[src/rtl/serial_frame_receiver.sv]
// Receive end of the serial shift-register link: framed LSB-first serial in,
// parallel word out with a valid/ack hold register. All state moves on the falling clock edge.
//
// state | meaning
// IDLE  | line idle, waiting for a low level on the synchronized line
// START | counting to the start-bit midpoint to confirm it is still low
// DATA  | sampling DATA_BITS bits at their midpoints, LSB first
// STOP  | sampling the stop bit, then accepting/dropping/rejecting the word
// BREAK | stop bit was low; waiting for the line to return high
module serial_frame_receiver #(
  parameter int CLKS_PER_BIT = 4,
  parameter int DATA_BITS    = 8
) (
  input  logic                 i_clk,
  input  logic                 i_reset,
  input  logic                 i_rx_in,
  input  logic                 i_rd_ack,
  output logic [DATA_BITS-1:0] o_rx_data,
  output logic                 o_rx_valid,
  output logic                 o_overrun,
  output logic                 o_frame_err,
  output logic                 o_busy
);

  localparam int HALF = CLKS_PER_BIT / 2;
  localparam int TW   = $clog2(CLKS_PER_BIT);
  localparam int BW   = (DATA_BITS > 1) ? $clog2(DATA_BITS) : 1;

  localparam logic [TW-1:0] TICK_HALF = TW'(HALF - 1);
  localparam logic [TW-1:0] TICK_LAST = TW'(CLKS_PER_BIT - 1);
  localparam logic [TW-1:0] TICK_ONE  = TW'(1);
  localparam logic [BW-1:0] BIT_LAST  = BW'(DATA_BITS - 1);
  localparam logic [BW-1:0] BIT_ONE   = BW'(1);

  typedef enum logic [2:0] {
    S_IDLE,
    S_START,
    S_DATA,
    S_STOP,
    S_BREAK
  } state_t;

  state_t               r_state;
  state_t               w_next_state;
  logic                 r_sync1;
  logic                 r_sync2;
  logic [TW-1:0]        r_tick;
  logic [BW-1:0]        r_bit;
  logic [DATA_BITS-1:0] r_shift;
  logic [DATA_BITS-1:0] w_shift_next;
  logic [DATA_BITS-1:0] r_rx_data;
  logic                 r_rx_valid;
  logic                 r_overrun;
  logic                 r_frame_err;

  logic w_rxs;
  logic w_tick_half;
  logic w_tick_last;
  logic w_bit_last;
  logic w_stop_sample;
  logic w_stop_good;
  logic w_stop_bad;

  assign w_rxs         = r_sync2;
  assign w_tick_half   = (r_tick == TICK_HALF);
  assign w_tick_last   = (r_tick == TICK_LAST);
  assign w_bit_last    = (r_bit == BIT_LAST);
  assign w_stop_sample = (r_state == S_STOP) && w_tick_last;
  assign w_stop_good   = w_stop_sample && w_rxs;
  assign w_stop_bad    = w_stop_sample && !w_rxs;

  // Two-flop synchronizer; resets to the idle-high line level.
  always_ff @(negedge i_clk or posedge i_reset) begin
    if (i_reset) begin
      r_sync1 <= 1'b1;
      r_sync2 <= 1'b1;
    end else begin
      r_sync1 <= i_rx_in;
      r_sync2 <= r_sync1;
    end
  end

  always_ff @(negedge i_clk or posedge i_reset) begin
    if (i_reset) r_state <= S_IDLE;
    else         r_state <= w_next_state;
  end

  always_comb begin
    w_next_state = r_state;
    case (r_state)
      S_IDLE:  if (!w_rxs) w_next_state = S_START;
      S_START: if (w_tick_half) w_next_state = w_rxs ? S_IDLE : S_DATA;
      S_DATA:  if (w_tick_last && w_bit_last) w_next_state = S_STOP;
      S_STOP:  if (w_tick_last) w_next_state = w_rxs ? S_IDLE : S_BREAK;
      S_BREAK: if (w_rxs) w_next_state = S_IDLE;
      default: w_next_state = S_IDLE;
    endcase
  end

  always_comb begin
    o_busy = (r_state != S_IDLE);
  end

  // Shift right so the first (LSB) bit received ends up in bit 0.
  always_comb begin
    w_shift_next = '0;
    for (int i = 0; i < DATA_BITS - 1; i++) w_shift_next[i] = r_shift[i+1];
    w_shift_next[DATA_BITS-1] = w_rxs;
  end

  always_ff @(negedge i_clk or posedge i_reset) begin
    if (i_reset) begin
      r_tick  <= '0;
      r_bit   <= '0;
      r_shift <= '0;
    end else begin
      case (r_state)
        S_START: begin
          r_bit <= '0;
          if (w_tick_half) r_tick <= '0;
          else             r_tick <= r_tick + TICK_ONE;
        end
        S_DATA: begin
          if (w_tick_last) begin
            r_tick  <= '0;
            r_shift <= w_shift_next;
            if (w_bit_last) r_bit <= '0;
            else            r_bit <= r_bit + BIT_ONE;
          end else begin
            r_tick <= r_tick + TICK_ONE;
          end
        end
        S_STOP: begin
          if (w_tick_last) r_tick <= '0;
          else             r_tick <= r_tick + TICK_ONE;
        end
        default: begin
          r_tick <= '0;
          r_bit  <= '0;
        end
      endcase
    end
  end

  // An ack on the same edge as a good stop bit still lets the new word in.
  always_ff @(negedge i_clk or posedge i_reset) begin
    if (i_reset) begin
      r_rx_data   <= '0;
      r_rx_valid  <= 1'b0;
      r_overrun   <= 1'b0;
      r_frame_err <= 1'b0;
    end else begin
      r_frame_err <= w_stop_bad;
      if (i_rd_ack) begin
        r_rx_valid <= 1'b0;
        r_overrun  <= 1'b0;
      end
      if (w_stop_good) begin
        if (!r_rx_valid || i_rd_ack) begin
          r_rx_data  <= r_shift;
          r_rx_valid <= 1'b1;
        end else begin
          r_overrun <= 1'b1;
        end
      end
    end
  end

  assign o_rx_data   = r_rx_data;
  assign o_rx_valid  = r_rx_valid;
  assign o_overrun   = r_overrun;
  assign o_frame_err = r_frame_err;

endmodule

[config.mk]
export PLATFORM = sky130hd
export DESIGN_NAME = serial_frame_receiver
export DESIGN_NICKNAME = d
export VERILOG_FILES = /design/src/rtl/serial_frame_receiver.sv
export SDC_FILE = /design/constraint.sdc
export NUM_CORES = 1
export LEC_CHECK = 0
export ABC_AREA = 1
export BUFFER_PORTS_ARGS = -buffer_cell sky130_fd_sc_hd__buf_2
export CAP_MARGIN = 10
export CORE_MARGIN = 4
export CORE_UTILIZATION = 40
export DETAILED_ROUTE_END_ITERATION = 16
export PLACE_DENSITY = 0.64
export SLEW_MARGIN = 20
export SYNTH_ARGS = -nofsm -noshare
export SYNTH_HDL_FRONTEND = slang
export SYNTH_SLANG_ARGS = --single-unit
export TNS_END_PERCENT = 10
[constraint.sdc]
create_clock -name i_clk -period 2.21 [get_ports i_clk]
set_clock_uncertainty 0.15 [all_clocks]
set_input_delay 0.1105 -clock i_clk [delete_from_list [all_inputs] [get_ports i_clk]]
set_output_delay 0.1105 -clock i_clk [all_outputs]
set_load 0.01 [all_outputs]
After elaboration in Yosys (flattened, before gate mapping)
Cells that the tools add are included.
{ "word_totals": {"ff_bits": 29, "input_bits": 4, "out_inout_bits": 12, "word_cells": 60} }
{ "classes": {"n_addsub": 2, "eq_ne": 13, "n_mux": 20, "bitwise_logic": 1, "reduce_logical": 14} }
{ "ops": {"columns": ["cell", "n"], "rows": [
  ["3-bit 2-to-1 mux", 8],
  ["3-bit case mux with 5 select lines", 1],
  ["2-bit inequality test (second input constant)", 6],
  ["3-bit by 2-bit == test with 1-bit output (second input constant)", 2],
  ["3-bit == test (second input constant)", 2],
  ["1-bit 2-to-1 mux", 6],
  ["2-bit 2-to-1 mux", 3],
  ["3-bit case mux with 2 select lines", 1],
  ["2-bit AND reduction", 3],
  ["5-bit AND reduction", 1],
  ["1-bit logical AND", 4],
  ["2-bit case mux with 2 select lines", 1],
  ["3-bit by 1-bit adder with 3-bit output (second input constant)", 1],
  ["3-bit by 1-bit == test with 1-bit output (second input constant)", 1],
  ["3-bit logical NOT", 1],
  ["3-bit nonzero test", 1],
  ["2-bit by 1-bit adder with 2-bit output (second input constant)", 1],
  ["2-bit by 1-bit == test with 1-bit output (second input constant)", 1],
  ["2-bit == test (second input constant)", 1],
  ["1-bit logical NOT", 2],
  ["2-bit OR reduction", 1],
  ["1-bit logical OR", 1],
  ["1-bit inverter", 1]
]} }

Logic depth before layout (Yosys ltp)
{ "depth": {"word_depth": 4, "ltp_mapped": 7, "mapped_depth_nobuf": 7} }

==> metrics.md <==
| Metric | Value |
|---|---|
| RSZ-0062 raised after global routing | `yes` |
| Critical Path End | `o_busy` |
| Post-Syn Nets | `154` |
| Post-layout util | `50.12%` |
| Critical path arrival | `2.08 ns` |
| CP Cell Sequence | `inv_2 > nand2_1 > buf_2` |
| Worst Path Max Fanout | `3` |
| Leak | `0.8482 nW` |
| Layout Cells excl Fill | `220` |
| Post-Syn Instances | `145` |
| Crit start category | `register` |
| # H-tree levels | `2` |
| First drt pass iteration count | `4` |
| Port bufs | `15` |
| Pre-CTS WS | `0.03167 ns` |
| R2R Path Start | `r_tick[0]` |
| Clock latency on the worst-skew pair | `0.36 ns` |
| Hold crit path type | `register to register` |
| FF-to-FF End | `r_bit[2]` |
| Die X | `64.60 µm` |
| Starting density of the core | `41.97%` |
| Final GP Congestion | `0.8521` |
| Via density | `4.659` |
| Total track usage | `13.71%` |
| Final-report hold violation count | `0` |
| WL final | `2427 µm` |
| CTS tree | `yes` |
| Via count | `1025` |
| Req. time, crit path | `1.95 ns` |
| Cell row count | `20` |
| Failing checks | `setup timing` |
| Area Overhead vs Synth | `19.43%` |
| Yosys reg bits | `29` |
| Syn. warnings | `0` |
| Vias in the first global route | `1017` |
| Tot Pwr | `1.892 mW` |
| Worst hold path depth | `0` |
| Wire per inst | `11.03 µm` |
| P per Cell Area | `1236 mW/mm²` |
| CP max stage cell | `dfrtn_1` |
| Final slew viol count | `0` |
| Post-route ant nets | `0` |
| CP endpoint kind | `output port` |
| MaxCap Viol Count | `0` |
| Number of antenna violations at the first check in global routing | `0` |
| Final worst slack | `-0.1306 ns` |
| # DRC | `0` |
| Gr ovfl total | `0` |
| Relative slew margins | `75.18%` |
| Antenna diodes | `0` |
| Iteration-0 DRC Markers | `56` |
| Worst Tran Pin Value | `0.3714 ns` |
| Largest net degree at the start of global routing | `19` |
| Core box area | `0.003053 mm²` |
| Peak VDD IR | `594.3 µV` |
| Root Driver | `clkbuf_4` |
| Synthesized area | `0.001281 mm²` |
| Yosys cell types | `20` |
| Sequential area share after synthesis | `56.84%` |
| Hold Startpoint | `r_sync1` |
| Hold Buf Count CTS | `0` |
| Clk sinks | `29` |
| Ports | `16` |
| Clock-pin slew on the worst setup and hold paths | `0.06 ns` |
| CP Launch Point | `r_state[1]` |
| Nets | `184` |
| Critical Path Max Stage Delay | `0.44 ns` |
| Crit path kind | `register to output port` |
| Clk buf depth | `2` |
| Detailed Place HPWL | `1810 µm` |
| Layout cell share with drive strength beyond 1 | `22.73%` |
| Die height | `64.60 µm` |
| DP Cell Count | `209` |
| Status | `complete, but fails checks` |
| Die area | `0.004173 mm²` |
| FF-to-FF path depth | `5` |
| Hold slack | `0.2009 ns` |
| Setup Viol. Count Final | `6` |
| First-pass GRT wire length | `4422 µm` |
| FF-to-FF setup slack | `0.51 ns` |
| Num CTS Buffers | `5` |
| Syn_area_per_cell | `8.836 µm²` |
-- worst max-delay path: cells and delay by family (launching register included) --
kind / cells / cell delay, ns
buf+inv: 2 / 0.17
simple gates: 1 / 0.05
flops: 1 / 0.44
-- sequential cells by signal, summed over array words and instances (netlist names) --
register and cells:
o_frame_err 1, o_rx_data 8, r_bit 3, o_rx_valid 1, r_sync1 1, r_tick 2, r_shift 8, o_overrun 1
r_state 3, r_sync2 1
-- metrics by stage --
stage | setup TNS (ns) | area (µm²)
floorplan | 0 | 1281
global placement | 0 | 1459
detailed placement | 0 | 1459
CTS | -0.3484 | 1530
global route | -0.7672 | 1530
finish | -0.1795 | 1530
-- how the worst min path moves through the flow --
| stage | slack [ns] | to |
|---|---|---|
| after global placement | 0.20 | r_sync2 |
| after detailed placement | 0.20 | r_sync2 |
| after CTS | 0.21 | r_sync2 |
| final | 0.20 | r_sync2 |
| after floorplan | 0.20 | r_sync2 |
| after global routing | 0.22 | r_sync2 |
-- placed cells by master, fill, tap and decap left out, drive strengths merged, types with 2 or more instances in the layout --
cell type,instances
ha,5
o21ai,8
dfrtn,27
nand4,2
buf,25
nor3,2
nand3,21
nor2,7
inv,17
clkbuf,6
nand2,48
dfstp,2
-- area by class of cell --
type,instances,area (µm²)
Inverter,15,56.30
Tap cell,44,55.05
Clock inverter,4,16.27
Multi-Input combinational cell,97,483.0
Sequential cell,29,728.2
Fill cell,304,1523
Timing Repair Buffer,25,150.1
Clock buffer,6,41.29
-- repair_timing --
| action | 4_1_cts | 5_1_grt |
|---|---|---|
| pin swaps | 1 | 0 |
| setup buffers | 2 | 0 |
| setup endpoints to repair | 11 | 12 |
| resized for setup | 1 | 1 |
-- power breakdown --
part | switching, mW | internal, mW
combinational | 0.448 | 0.288
clock | 0.180 | 0.123
sequential | 0.126 | 0.727
-- cells in the mapped netlist --
cell type / number / area (µm²)
inv_2: 2 / 7.510
nor3_4: 1 / 16.27
nand2_1: 47 / 176.4
o31ai_1: 1 / 7.510
nor3_1: 1 / 5.000
buf_2: 1 / 5.000
o22ai_1: 1 / 6.260
nor2_1: 7 / 26.28
o21ai_0: 7 / 35.03
nand3_1: 21 / 105.1
ha_1: 5 / 62.56
o21ai_1: 1 / 5.000
or2_2: 1 / 6.260
nand2_4: 1 / 11.26
clkbuf_1: 2 / 7.510
dfrtn_1: 27 / 675.7
a21oi_1: 1 / 5.000
nand4_1: 2 / 12.51
dfstp_2: 2 / 52.55
inv_1: 14 / 52.55
-- cell families after synthesis --
group,after synthesis,synth area share [%]
adder cells (fa/ha/maj),5,4.883
flip-flops,29,56.84
buffers and inverters,19,5.664
AO/OA/AOI/OAI,11,4.589
AND/OR/NAND/NOR,81,28.03
-- routing by layer --
layer,track usage (%),routed length (µm),share of wire (%)
met5,0,0,0
met4,4.485,27,1.1
met3,5.546,98,4.0
met2,21.91,1152,47
met1,16.83,1148,47
No activity file was read; power rests on OpenSTA's default activity.
